### src/rtl/dvi_tmds_encoder_pkg.sv
// dvi_tmds_encoder_pkg: TMDS control/guard symbols, widths and the S1 pixel bundle shared by the encoder
package dvi_tmds_encoder_pkg;
    localparam int SYM_W = 10;
    localparam int CNT_W = 5;
    localparam logic [SYM_W-1:0] CTL_00 = 10'h354;
    localparam logic [SYM_W-1:0] CTL_01 = 10'h0AB;
    localparam logic [SYM_W-1:0] CTL_10 = 10'h154;
    localparam logic [SYM_W-1:0] CTL_11 = 10'h2AB;
    localparam logic [SYM_W-1:0] GUARD_CH0 = 10'h2CC;
    localparam logic [SYM_W-1:0] GUARD_CH1 = 10'h133;
    localparam logic [SYM_W-1:0] GUARD_CH2 = 10'h2CC;
    typedef struct packed {
        logic       de;
        logic [1:0] ctl;
        logic [7:0] r;
        logic [7:0] g;
        logic [7:0] b;
    } s1_t;
    function automatic logic [SYM_W-1:0] ctl_token(input logic [1:0] c);
        return c == 2'b00 ? CTL_00 : c == 2'b01 ? CTL_01 : c == 2'b10 ? CTL_10 : CTL_11;
    endfunction
endpackage

### src/rtl/dvi_tmds_encoder_channel.sv
// tmds_channel: one TMDS lane; S2 transition-minimises, S3 DC-balances against this lane's own disparity
module tmds_channel
    import dvi_tmds_encoder_pkg::*;
#(
    parameter logic [SYM_W-1:0] GUARD = GUARD_CH0
) (
    input  logic             pix_clk,
    input  logic             pix_rstn,
    input  logic             de,
    input  logic [1:0]       ctl,
    input  logic [7:0]       d,
    input  logic             guard_req,
    output logic [SYM_W-1:0] sym
);
    logic [3:0]              n1;
    logic                    use_xnor;
    logic [8:0]              qm_d;
    logic [8:0]              qm;
    logic [3:0]              n1q;
    logic                    de_q;
    logic [1:0]              ctl_q;
    logic signed [CNT_W-1:0] cnt;
    logic signed [CNT_W-1:0] cnt_d;
    logic signed [CNT_W-1:0] diff;
    logic [SYM_W-1:0]        sym_d;

    always_comb begin
        n1 = 4'($countones(d));
        use_xnor = n1 > 4'd4 || (n1 == 4'd4 && !d[0]);
        qm_d = {~use_xnor, 8'h00};
        qm_d[0] = d[0];
        for (int i = 1; i < 8; i++)
            qm_d[i] = use_xnor ? ~(qm_d[i-1] ^ d[i]) : qm_d[i-1] ^ d[i];
    end

    always_ff @(posedge pix_clk or negedge pix_rstn)
        if (!pix_rstn) begin
            qm <= '0;
            n1q <= '0;
            de_q <= 1'b0;
            ctl_q <= 2'b00;
        end else begin
            qm <= qm_d;
            n1q <= 4'($countones(qm_d[7:0]));
            de_q <= de;
            ctl_q <= ctl;
        end

    // diff = ones - zeros of q_m[7:0], always even in -8..8
    always_comb begin
        diff = CNT_W'($signed({1'b0, n1q, 1'b0}) - 6'sd8);
        sym_d = {1'b0, qm[8], qm[7:0]};
        cnt_d = cnt + diff - (qm[8] ? 5'sd0 : 5'sd2);
        if (!de_q) begin
            sym_d = guard_req ? GUARD : ctl_token(ctl_q);
            cnt_d = '0;
        end else if (cnt == 5'sd0 || diff == 5'sd0) begin
            sym_d = {~qm[8], qm[8], qm[8] ? qm[7:0] : ~qm[7:0]};
            cnt_d = qm[8] ? cnt + diff : cnt - diff;
        end else if ((cnt > 5'sd0 && diff > 5'sd0) || (cnt < 5'sd0 && diff < 5'sd0)) begin
            sym_d = {1'b1, qm[8], ~qm[7:0]};
            cnt_d = cnt + (qm[8] ? 5'sd2 : 5'sd0) - diff;
        end
    end

    always_ff @(posedge pix_clk or negedge pix_rstn)
        if (!pix_rstn) begin
            sym <= CTL_00;
            cnt <= '0;
        end else begin
            sym <= sym_d;
            cnt <= cnt_d;
        end
endmodule

### src/rtl/dvi_tmds_encoder.sv
// dvi_tmds_encoder: registered VGA RGB565 + syncs to three TMDS symbols per pix_clk, 3-stage pipeline.
// Define TMDS_VIDEO_GUARD_EN to replace the two blanking symbols before each de rise with the video guard band.
module dvi_tmds_encoder
    import dvi_tmds_encoder_pkg::*;
#(
    parameter bit HSYNC_INV = 1'b0,
    parameter bit VSYNC_INV = 1'b0
) (
    input  logic             pix_clk,
    input  logic             pix_rstn,
    input  logic             vga_hsync,
    input  logic             vga_vsync,
    input  logic             vga_de,
    input  logic [15:0]      vga_rgb,
    output logic [SYM_W-1:0] tmds_ch0,
    output logic [SYM_W-1:0] tmds_ch1,
    output logic [SYM_W-1:0] tmds_ch2
);
    s1_t  s1;
    logic guard_req;

    always_ff @(posedge pix_clk or negedge pix_rstn)
        if (!pix_rstn)
            s1 <= '0;
        else
            s1 <= '{de:  vga_de,
                    ctl: {vga_vsync ^ VSYNC_INV, vga_hsync ^ HSYNC_INV},
                    r:   {vga_rgb[15:11], vga_rgb[15:13]},
                    g:   {vga_rgb[10:5], vga_rgb[10:9]},
                    b:   {vga_rgb[4:0], vga_rgb[4:2]}};

`ifdef TMDS_VIDEO_GUARD_EN
    logic [1:0] live;

    always_ff @(posedge pix_clk or negedge pix_rstn)
        if (!pix_rstn)
            live <= 2'b00;
        else
            live <= {live[0], 1'b1};

    // S2 holds slot k, S1 holds k+1 and the input pins carry k+2; live[1] masks post-reset bubbles
    assign guard_req = live[1] & (s1.de | vga_de);
`else
    assign guard_req = 1'b0;
`endif

    tmds_channel #(.GUARD(GUARD_CH0)) u_ch0 (
        .pix_clk   (pix_clk),
        .pix_rstn  (pix_rstn),
        .de        (s1.de),
        .ctl       (s1.ctl),
        .d         (s1.b),
        .guard_req (guard_req),
        .sym       (tmds_ch0)
    );

    tmds_channel #(.GUARD(GUARD_CH1)) u_ch1 (
        .pix_clk   (pix_clk),
        .pix_rstn  (pix_rstn),
        .de        (s1.de),
        .ctl       (2'b00),
        .d         (s1.g),
        .guard_req (guard_req),
        .sym       (tmds_ch1)
    );

    tmds_channel #(.GUARD(GUARD_CH2)) u_ch2 (
        .pix_clk   (pix_clk),
        .pix_rstn  (pix_rstn),
        .de        (s1.de),
        .ctl       (2'b00),
        .d         (s1.r),
        .guard_req (guard_req),
        .sym       (tmds_ch2)
    );
endmodule

### config.mk
export PLATFORM = sky130hd
export DESIGN_NAME = dvi_tmds_encoder
export DESIGN_NICKNAME = d
export VERILOG_FILES = /design/src/rtl/dvi_tmds_encoder_pkg.sv /design/src/rtl/dvi_tmds_encoder_channel.sv /design/src/rtl/dvi_tmds_encoder.sv
export SDC_FILE = /design/constraint.sdc
export NUM_CORES = 1
export LEC_CHECK = 0
export ABC_AREA = 1
export BUFFER_PORTS_ARGS = -buffer_cell sky130_fd_sc_hd__buf_2
export CAP_MARGIN = 20
export CORE_MARGIN = 10
export CORE_UTILIZATION = 55
export DETAILED_ROUTE_END_ITERATION = 12
export GPL_ROUTABILITY_DRIVEN = 0
export GPL_TIMING_DRIVEN = 0
export PLACE_DENSITY = 0.77
export REMOVE_ABC_BUFFERS = 1
export SYNTH_ARGS = -nofsm -noshare
export SYNTH_HDL_FRONTEND = slang
export SYNTH_SLANG_ARGS = --single-unit
### constraint.sdc
create_clock -name pix_clk -period 5.3 [get_ports pix_clk]
set_input_delay 1.06 -clock pix_clk [delete_from_list [all_inputs] [get_ports pix_clk]]
set_output_delay 1.06 -clock pix_clk [all_outputs]
set_load 0.01 [all_outputs]
### Yosys cells after proc, flatten, opt, wreduce, memory -nomap -nowiden

Cells that the tools add are included.
Widths: inputs -> output; s select.

* equality and inequality tests: 5
* reduce and logical (&&, ||, !) cells: 28
* add/sub/neg operators: 60
* multiplexer cells: 54
* bitwise operators: 51
* magnitude comparators: 15

Operators by type and width (number)
* $mux 10: 12
* $add 4x4->4: 18
* $mux 5: 12
* $add 1x1->2: 24
* $sub 5x5->5: 9
* $add 5x5->5: 6
* $gt 5x1->1 const B: 6
* $logic_not 5->1: 6
* $lt 5x1->1 const B: 6
* $not 1->1: 27
* $mux 8: 3
* $not 8->8: 3
* $mux 1: 21
* $xor 1x1->1: 21
* $sub 5x4->5 const B: 3
* $eq 4x3->1 const B: 3
* $gt 4x3->1 const B: 3
* $mux 2: 6
* $logic_and 1x1->1: 9
* $logic_or 1x1->1: 9
* $logic_not 1->1: 3
* $eq 2x1->1 const B: 1
* $eq 2x2->1 const B: 1
* $logic_not 2->1: 1

* flip-flop bits (word level): 114
* output and inout port bits: 30
* logic and storage cells: 232

### Longest topological paths before layout

Gate-level depths: netlist of the first run.

* word-level depth: 28
* mapped depth: 27
* gate-level depth less buffers: 27

### Modules after synthesis

A second synthesis of the first run with hierarchy kept.

* cell total of the unflattened synthesis: 801
* area total of the unflattened synthesis: 7096.8 um^2

Modules (own cells, without submodules)
* tmds_channel (u_ch1): sequential area each 757.0 um^2, times used 1, area each 2207.1 um^2, cells an instance 265
* tmds_channel (u_ch2): sequential area each 757.0 um^2, times used 1, area each 2205.9 um^2, cells an instance 254
* tmds_channel (u_ch0): sequential area each 757.0 um^2, times used 1, area each 2204.6 um^2, cells an instance 262
* dvi_tmds_encoder: sequential area each 475.5 um^2, times used 1, area each 479.2 um^2, cells an instance 20

### Worst setup path after synthesis of the first run

Ideal clock, no wire load.

* path type: reg-to-reg
* from: reg s1[14] (netlist bit)
* to: reg u_ch1.n1q[2]
* cell stages (with the launch flop): 27
* arrival: 4984 ps
* setup time: 135 ps
* setup slack: 181 ps
* required time: 5165 ps
* cells stage by stage: dfrtp_1 -> ha_1 -> fa_1 -> inv_1 -> fa_1 -> inv_1 -> ha_1 -> inv_1 -> fa_1 -> inv_1 -> nand2_1 -> nand2_2 -> inv_1 -> nand2_1 -> nand2_1 -> nand2_2 -> nand3b_1 -> nand2_1 -> nand2_1 -> nand2_1 -> nor2_1 -> fa_1 -> inv_1 -> fa_1 -> inv_1 -> ha_1 -> fa_1

* longest elaborated chain between the ends: 28

Ends and longest elaborated chain
* start: declaration: RTL line dvi_tmds_encoder.sv:19 `s1_t s1;`
* start signal: assignment: RTL line dvi_tmds_encoder.sv:26 `s1 <= '{de: vga_de,`
* parallel branches: the longest is 27 deep, another holds $add 4x4->4
* $add 4x4->4 (not written as such) (*): RTL line dvi_tmds_encoder_channel.sv:44 `n1q <= 4'($countones(qm_d[7:0]));`
* end signal: assignment: RTL line dvi_tmds_encoder_channel.sv:44
* end: declaration: RTL line dvi_tmds_encoder_channel.sv:19 `logic [3:0] n1q;`

Mark *: on every way between the ends.

### Final worst setup path of the first run

* from: reg s1[11] (netlist bit)
* to: reg u_ch1.n1q[2]

The elaborated chain is that of the path after synthesis.

==> summary.txt, run 1 <==
Hold path
  • Hold WC Path Type: flip-flop to flip-flop
  • Worst hold start: s1[26]

Timing
  • FMAX: about 190 MHz
  • Post-route setup TNS: 0 ns
  • Worst slew pin tran: 0.989 ns
  • Max-slew violations: 0
  • Slew headroom: 33.6%
  • Setup-failing EPs final: 0
  • Final period util: 98.8%
  • Fin. Hold Viols: 0
  • Skew final: between 0.006 and 0.007 ns
  • Tmin final: about 5.2 ns
  • Hold Worst Slack: 0.350 ns
  • RSZ-0062 raised after global routing: true

Clocking
  • Maximum clock insertion buffer count: 2
  • Clock sink count: 103
  • CTS clock-pin slew for the worst setup and hold paths: 0.07 ns
  • H-tree levels: 3
  • CTS tree: yes
  • Root Buffer: clkbuf_16
  • Skew-Pair Late Insertion Delay: 0.35 ns
  • CTS Buf Count: 9

Drt
  • Initial drt markers: between 300 and 400
  • First-pass iteration count of the detailed router: 7
  • Vias per cell: 5.26
  • Antenna Nets Post-Route: 0
  • Vias post-DR: 4,658
  • Remaining DRCs: 0
  • Overall routed net length: 13,100 µm
  • Routed len/inst: between 10 and 15 µm

GRT
  • Vias in the first global route: 4,850
  • Routing usage on met3: 3.71%
  • Overflow after GRT: 0
  • Antenna violations before repair: 0
  • First-pass GRT wire length: roughly 22,000 µm
  • GR Util met1: 19.1%
  • All-Layer GR Usage: 16.4%
  • GRT busiest layer: met2
  • Pin count of the biggest net entering global routing: 65
  • M2 GR Usage: between 20 and 30%

Worst setup path
  • Worst r2r src: s1[11]
  • Buf/Inv on CP: 7
  • Crit. End Element: flip-flop
  • Crit path DAT: 5.45 ns
  • CP max stage cell: fa_1
  • Crit Path Category: flip-flop to flip-flop
  • Cell mode on critical path: fa_1
  • Worst path top cell family by delay: adder cells
  • Critical Path RT: 5.52 ns
  • Critical Path Max Stage Delay: 0.55 ns
  • Crit-path max FO: 4
  • Crit. Startpoint: s1[11]
  • CP startpoint kind: flip-flop

Power
  • Worst vdd ir: just over 0.3 mV
  • Total power: 5060 µW
  • Pwr dens: 680 nW/µm²
  • Leakage: about 0.0039 µW

Logic synthesis
  • Synth top area cells: dfrtp_1 (34%), ha_1 (14%), fa_1 (11%), inv_1 (6.5%), dfstp_2 (6.0%)
  • Library cells used by synthesis: 36
  • Multiplexer area fraction after synthesis: 0%
  • Top cell type's share of synthesized area: 33.6%
  • Post-synth top cells: inv_1 (114), nand2_1 (100), dfrtp_1 (88), ha_1 (71), nor2_1 (41)
  • Largest area contributor in the netlist: dfrtp_1
  • Main synth FF type: dfrtp_1
  • Adder-Cell Fraction of Synth Area: between 20 and 25%
  • Post-synth EDFFs: 0
  • Most frequent cell after synthesis: inv_1
  • Compound-Gate Fraction of Synth Area: 7.18%
  • Syn avg cell area: slightly below 10 µm²
  • Main combinational cell family by area after synthesis: adder cells
  • Post-Synth Simple-Gate Area: a little over an eighth
  • Flops & latches, synth: 103
  • Async S/R FF share, synth: 100%
  • Xor and xnor area share after synthesis: under 10%
  • Mapped cell area: 6550 µm²
  • Cell count after synthesis: 673
  • Post-synthesis sequential area ratio: 39.6%
  • Syn. warnings: 0

Place
  • Input/output buffers: 50
  • Hpwl dp: 9880 µm
  • Placed Instances: around 860
  • DP Area: 6950 µm²

Layout
  • Fin nets: 865
  • Layout overhead on the synthesized area: 13.7%
  • Layout cells sized above 1: 19.9%
  • N_diodes: 0
  • Final instance area: 7450 µm²
  • Non-filler cells, final: between 800 and 900

Run
  • Max-Cap Viols: 0

Floorplanning
  • Core area: 11,500 µm²
  • Die height: 129 µm
  • Die Area: 16,700 µm²
  • Die W: 129 µm
  • Ports: 51
  • Starting density of the core: a little under three fifths
  • FP Rows: 39

Run status
  • Outcome: finished clean
-- sequential cells by signal, indices dropped and copies added (netlist names), 9 cells and up --
signal and count:
s1 19, u_ch0.qm 9, u_ch0.sym 10, u_ch1.qm 9
u_ch1.sym 10, u_ch2.qm 9, u_ch2.sym 10
-- power by group --
| group | leakage [µW] | internal (µW) | total, µW | switching, µW |
|---|---|---|---|---|
| Clock | 0.000152 | 395 | 684 | 289 |
| Sequential | 0.00121 | 1100 | 1290 | 186 |
| Combinational | 0.00251 | 1250 | 3090 | 1840 |
-- worst register-to-register path, stage by stage, from the launching register on --
cell,delay (ns)
dfrtp_1,0.41
ha_2,0.20
fa_1,0.55
inv_2,0.04
fa_1,0.43
inv_1,0.07
ha_2,0.17
inv_2,0.04
fa_1,0.46
inv_1,0.09
nand2_2,0.07
nand2_4,0.10
inv_4,0.06
nand2_4,0.07
nand2_2,0.05
nand2_2,0.09
nand3b_1,0.14
nand2_1,0.12
nand2_1,0.07
nand2_2,0.08
nor2_2,0.05
fa_1,0.52
inv_2,0.04
fa_1,0.48
inv_1,0.05
ha_2,0.19
fa_1,0.46
-- cell families after synthesis --
group / count (synthesis)
DFF: 103
adders and majority gates: 107
buffers and inverters: 127
and+or+nand+nor: 198
xor gates and xnor gates: 56
AOI/OAI and AO/OA: 82
-- layout by cell type (no fill, tap or decap), types with 3 or more instances in the layout --
cell and n:
inv_2 8, dfrtp_2 5, dfrtp_1 83, dfstp_2 15
nor3_1 3, o31ai_1 3, xnor2_1 18, clkbuf_16 9
nand4_1 3, nand3b_1 3, a211oi_1 3, inv_1 108
o21ai_0 28, ha_1 65, buf_4 13, nor2_1 39
nand2_2 17, buf_2 49, nand3_1 31, a21oi_1 23
xor2_1 35, fa_1 35, o211ai_1 3, nand2_1 92
a21o_1 6, o21ai_1 9, ha_2 5, nand2_4 5
-- repair_timing --
item,in CTS,in global routing
resized for setup,10,25
endpoints found under the setup margin,3,6
pin swaps,4,17
hold buffers,0,0
setup buffers,5,6
-- routing by layer --
layer  up-vias  share of wire (%)
li1       2237                  -
met1      2272                 41
met2       124                 52
met3        25                5.4
met4         0                2.0
met5         -                  0
-- through the flow --
step / util, % / worst slack, ns
final: 64.7 / 0.0620
after global routing: 64.7 / -0.125
after CTS: 63.7 / -0.00879
after detailed placement: 60.4 / -0.305
after global placement: 60.1 / -0.0794
after floorplan: - / 0.181
-- path summary, 6_finish.rpt --
check,endpoint,slack [ns],depth (start not counted)
setup / recovery,u_ch1.n1q[2],0.06,26
hold / removal,u_ch0.de_q,0.35,0
setup reg to reg,u_ch1.n1q[2],0.06,26
hold reg to reg,u_ch0.de_q,0.35,0
max in group asynchronous,u_ch1.sym[6],3.90,2
min in group asynchronous,u_ch2.qm[3],0.68,1
-- final cells by class --
| type | instances | area, µm² |
|---|---|---|
| clock buffer | 11 | 253 |
| clock inverter | 5 | 63.8 |
| fill | 883 | 4070 |
| inverter | 117 | 442 |
| multi-input combinational | 443 | 3540 |
| sequential | 103 | 2600 |
| tap | 143 | 179 |
| timing repair buffer | 63 | 370 |
Note: power is estimated with default switching activity, not from simulation.
==> run 2, diff against run 1 <==
--- a/config.mk
+++ b/config.mk
@@ -9,12 +9,11 @@
 export BUFFER_PORTS_ARGS = -buffer_cell sky130_fd_sc_hd__buf_2
 export CAP_MARGIN = 20
 export CORE_MARGIN = 10
-export CORE_UTILIZATION = 55
+export CORE_UTILIZATION = 38
+export CTS_CLUSTER_DIAMETER = 40
 export DETAILED_ROUTE_END_ITERATION = 12
 export GPL_ROUTABILITY_DRIVEN = 0
 export GPL_TIMING_DRIVEN = 0
-export PLACE_DENSITY = 0.77
-export REMOVE_ABC_BUFFERS = 1
 export SYNTH_ARGS = -nofsm -noshare
 export SYNTH_HDL_FRONTEND = slang
 export SYNTH_SLANG_ARGS = --single-unit
==> summary.txt, run 2 (synthesis results as in run 1) <==
Run status
  • Outcome: finished clean (unchanged)

Worst setup path
  • Crit Path Category: flip-flop to flip-flop (unchanged)
  • Buf/Inv on CP: 7 (unchanged)
  • Crit-path max FO: 4 (unchanged)
  • Cell mode on critical path: nand2_2 (was fa_1)
  • Crit path DAT: 5.33 ns (was 5.45 ns)
  • Critical Path RT: 5.53 ns (was 5.52 ns)
  • Worst path top cell family by delay: adder cells (unchanged)
  • Critical Path Max Stage Delay: 0.53 ns (was 0.55 ns)
  • CP max stage cell: fa_1 (unchanged)
  • CP startpoint kind: flip-flop (unchanged)
  • Crit. End Element: flip-flop (unchanged)

Clocking
  • Skew-Pair Late Insertion Delay: 0.36 ns (was 0.35 ns)
  • Hold_buf cts: 0 (unchanged)
  • CTS clock-pin slew for the worst setup and hold paths: 0.07 ns (about the same)
  • Maximum clock insertion buffer count: 2 (unchanged)
  • Clock sink count: 103 (unchanged)
  • Root Buffer: clkbuf_16 (unchanged)
  • CTS Buf Count: 9 (unchanged)
  • CTS tree: yes (unchanged)
  • H-tree levels: 3 (unchanged)

Timing
  • Final worst-path setup slack: 0.208 ns (was 0.0620 ns)
  • Post-route setup TNS: 0 ns (unchanged)
  • Worst slew pin tran: 0.655 ns (was 0.989 ns)
  • Skew final: 0.00913 ns (was 0.00634 ns)
  • Final period util: 96.1% (was 98.8%)
  • Fin. Hold Viols: 0 (unchanged)
  • Max-slew violations: 0 (unchanged)
  • Slew headroom: 56.4% (was 33.6%)
  • FMAX: 196 MHz (was 191 MHz)
  • Setup-failing EPs final: 0 (unchanged)
  • Tmin final: 5.09 ns (was 5.24 ns)

GRT
  • First-pass GRT wire length: 21,500 µm (was 22,000 µm)
  • Pin count of the biggest net entering global routing: 55 (was 65)
  • Antenna violations before repair: 0 (unchanged)
  • Vias in the first global route: 4,516 (was 4,850)
  • All-Layer GR Usage: 11.7% (was 16.4%)
  • Overflow after GRT: 0 (unchanged)

Floorplanning
  • Core area: 16,800 µm² (was 11,500 µm²)
  • Ports: 51 (unchanged)
  • Starting density of the core: 39.1% (was 56.9%)
  • FP Rows: 47 (was 39)
  • Die height: 151 µm (was 129 µm)
  • Die W: 151 µm (was 129 µm)
  • Die Area: 22,900 µm² (was 16,700 µm²)

Logic synthesis
  • Syn_nets: 801

Place
  • Pre-CTS setup slack: -0.249 ns (was -0.305 ns)
  • Hpwl dp: 9570 µm (was 9880 µm)
  • Input/output buffers: 50 (unchanged)
  • DP Area: 7110 µm² (was 6950 µm²)
  • Placed Instances: 944 (was 857)

Layout
  • N_diodes: 0 (unchanged)
  • Post-layout util: 45.5% (was 64.7%)
  • Layout overhead on the synthesized area: 16.5% (was 13.7%)
  • Commonest non-fill, non-tap cell in the layout: inv_1 (unchanged)
  • Largest reg by FF count: s1 (unchanged)
  • Non-filler cells, final: 981 (was 885)
  • Fin nets: 884 (was 865)
  • Layout cells sized above 1: 20.6% (was 19.9%)
  • Final instance area: 7630 µm² (was 7450 µm²)
  • Most frequent cells in the layout: inv_1 (111), nand2_1 (92), dfrtp_1 (83) (was inv_1 (108), nand2_1 (92), dfrtp_1 (83))
  • Max reg flops: 19 (unchanged)

Power
  • Worst vdd ir: 0.278 mV (was 0.303 mV)
  • Leakage: 0.00393 µW (was 0.00388 µW)
  • Pwr dens: 650 nW/µm² (was 680 nW/µm²)

Drt
  • Routed len/inst: 12.8 µm (was 14.8 µm)
  • Remaining DRCs: 0 (unchanged)
  • Initial drt markers: 179 (was 358)
  • Vias post-DR: 4,421 (was 4,658)
  • Vias per cell: 4.51 (was 5.26)
  • First-pass iteration count of the detailed router: 5 (was 7)
  • Antenna Nets Post-Route: 0 (unchanged)
  • Overall routed net length: 12,500 µm (was 13,100 µm)

Hold path
  • Hold WC Path Type: flip-flop to flip-flop (unchanged)

Run
  • Max-Cap Viols: 0 (unchanged)
==> run 2: cell types whose count changed in the layout (fill, tap and decap cells not counted), sizes merged <==
cell	before	now
buf	63	77
clkinvlp	1	2
inv	118	120
clkbuf	11	14
bufinv	1	0
==> run 2: report_power, final <==
part	switching [µW]	leakage [µW]	total, µW	internal, µW
Combinational	1770	0.00259	3030	1260
Clock	316	0.000136	644	328
Sequential	185	0.00121	1280	1100
==> run 2: per-stage QoR <==
step                      total power [µW]  hold WS (ns)
final                                 4960         0.350
after floorplan                       3560         0.331
after detailed placement              4270         0.335
after global routing                  5590         0.358
after global placement                4250         0.333
after CTS                             4960         0.352
==> run 2: what timing repair did <==
| item | CTS | global route |
|---|---|---|
| endpoints found under the hold margin | 0 | 0 |
| setup buffers | 2 | 19 |
| gates resized for setup | 4 | 24 |
| endpoints found under the setup margin | 4 | 6 |
| pin swaps | 0 | 14 |
==> run 2: layer usage <==
layer  vias to the layer above  wire [µm]  global-route usage [%]
met2                        60       6020                    19.4
met1                      2084       5800                    14.6
li1                       2262          -                       -
met3                        15        503                    3.10
met4                         0        199                    3.46
met5                         -          0                       0
==> run 2: worst reg2reg max path: cells and delay by family (launching register included) <==
family | cells | cell delay [ns]
buf+inv | 7 | 0.36
fa+ha+maj | 9 | 3.40
flops | 1 | 0.45
simple gates | 11 | 0.77
==> run 2: area by class of cell <==
type | instances | area, µm²
flip-flops and latches | 103 | 2600
repair buffers | 72 | 438
clock inverters | 7 | 63.8
multi-input cells | 443 | 3530
fillers | 1628 | 9130
inverters | 117 | 439
plain buffers | 10 | 55.1
well taps | 220 | 275
clock buffers | 9 | 225
==> run 2: worst paths after layout <==
| path | end | cells after the start | start | slack (ns) |
|---|---|---|---|---|
| worst max-delay path | u_ch1.n1q[2] | 27 | s1[14] | 0.21 |
| worst min-delay path | u_ch0.ctl_q[0] | 0 | s1[24] | 0.35 |
| worst max register to register | u_ch1.n1q[2] | 27 | s1[14] | 0.21 |
| worst min register to register | u_ch0.ctl_q[0] | 0 | s1[24] | 0.35 |
| max in group asynchronous | u_ch2.sym[2] | 2 | pix_rstn | 3.85 |
| min in group asynchronous | u_ch1.n1q[2] | 1 | pix_rstn | 0.73 |
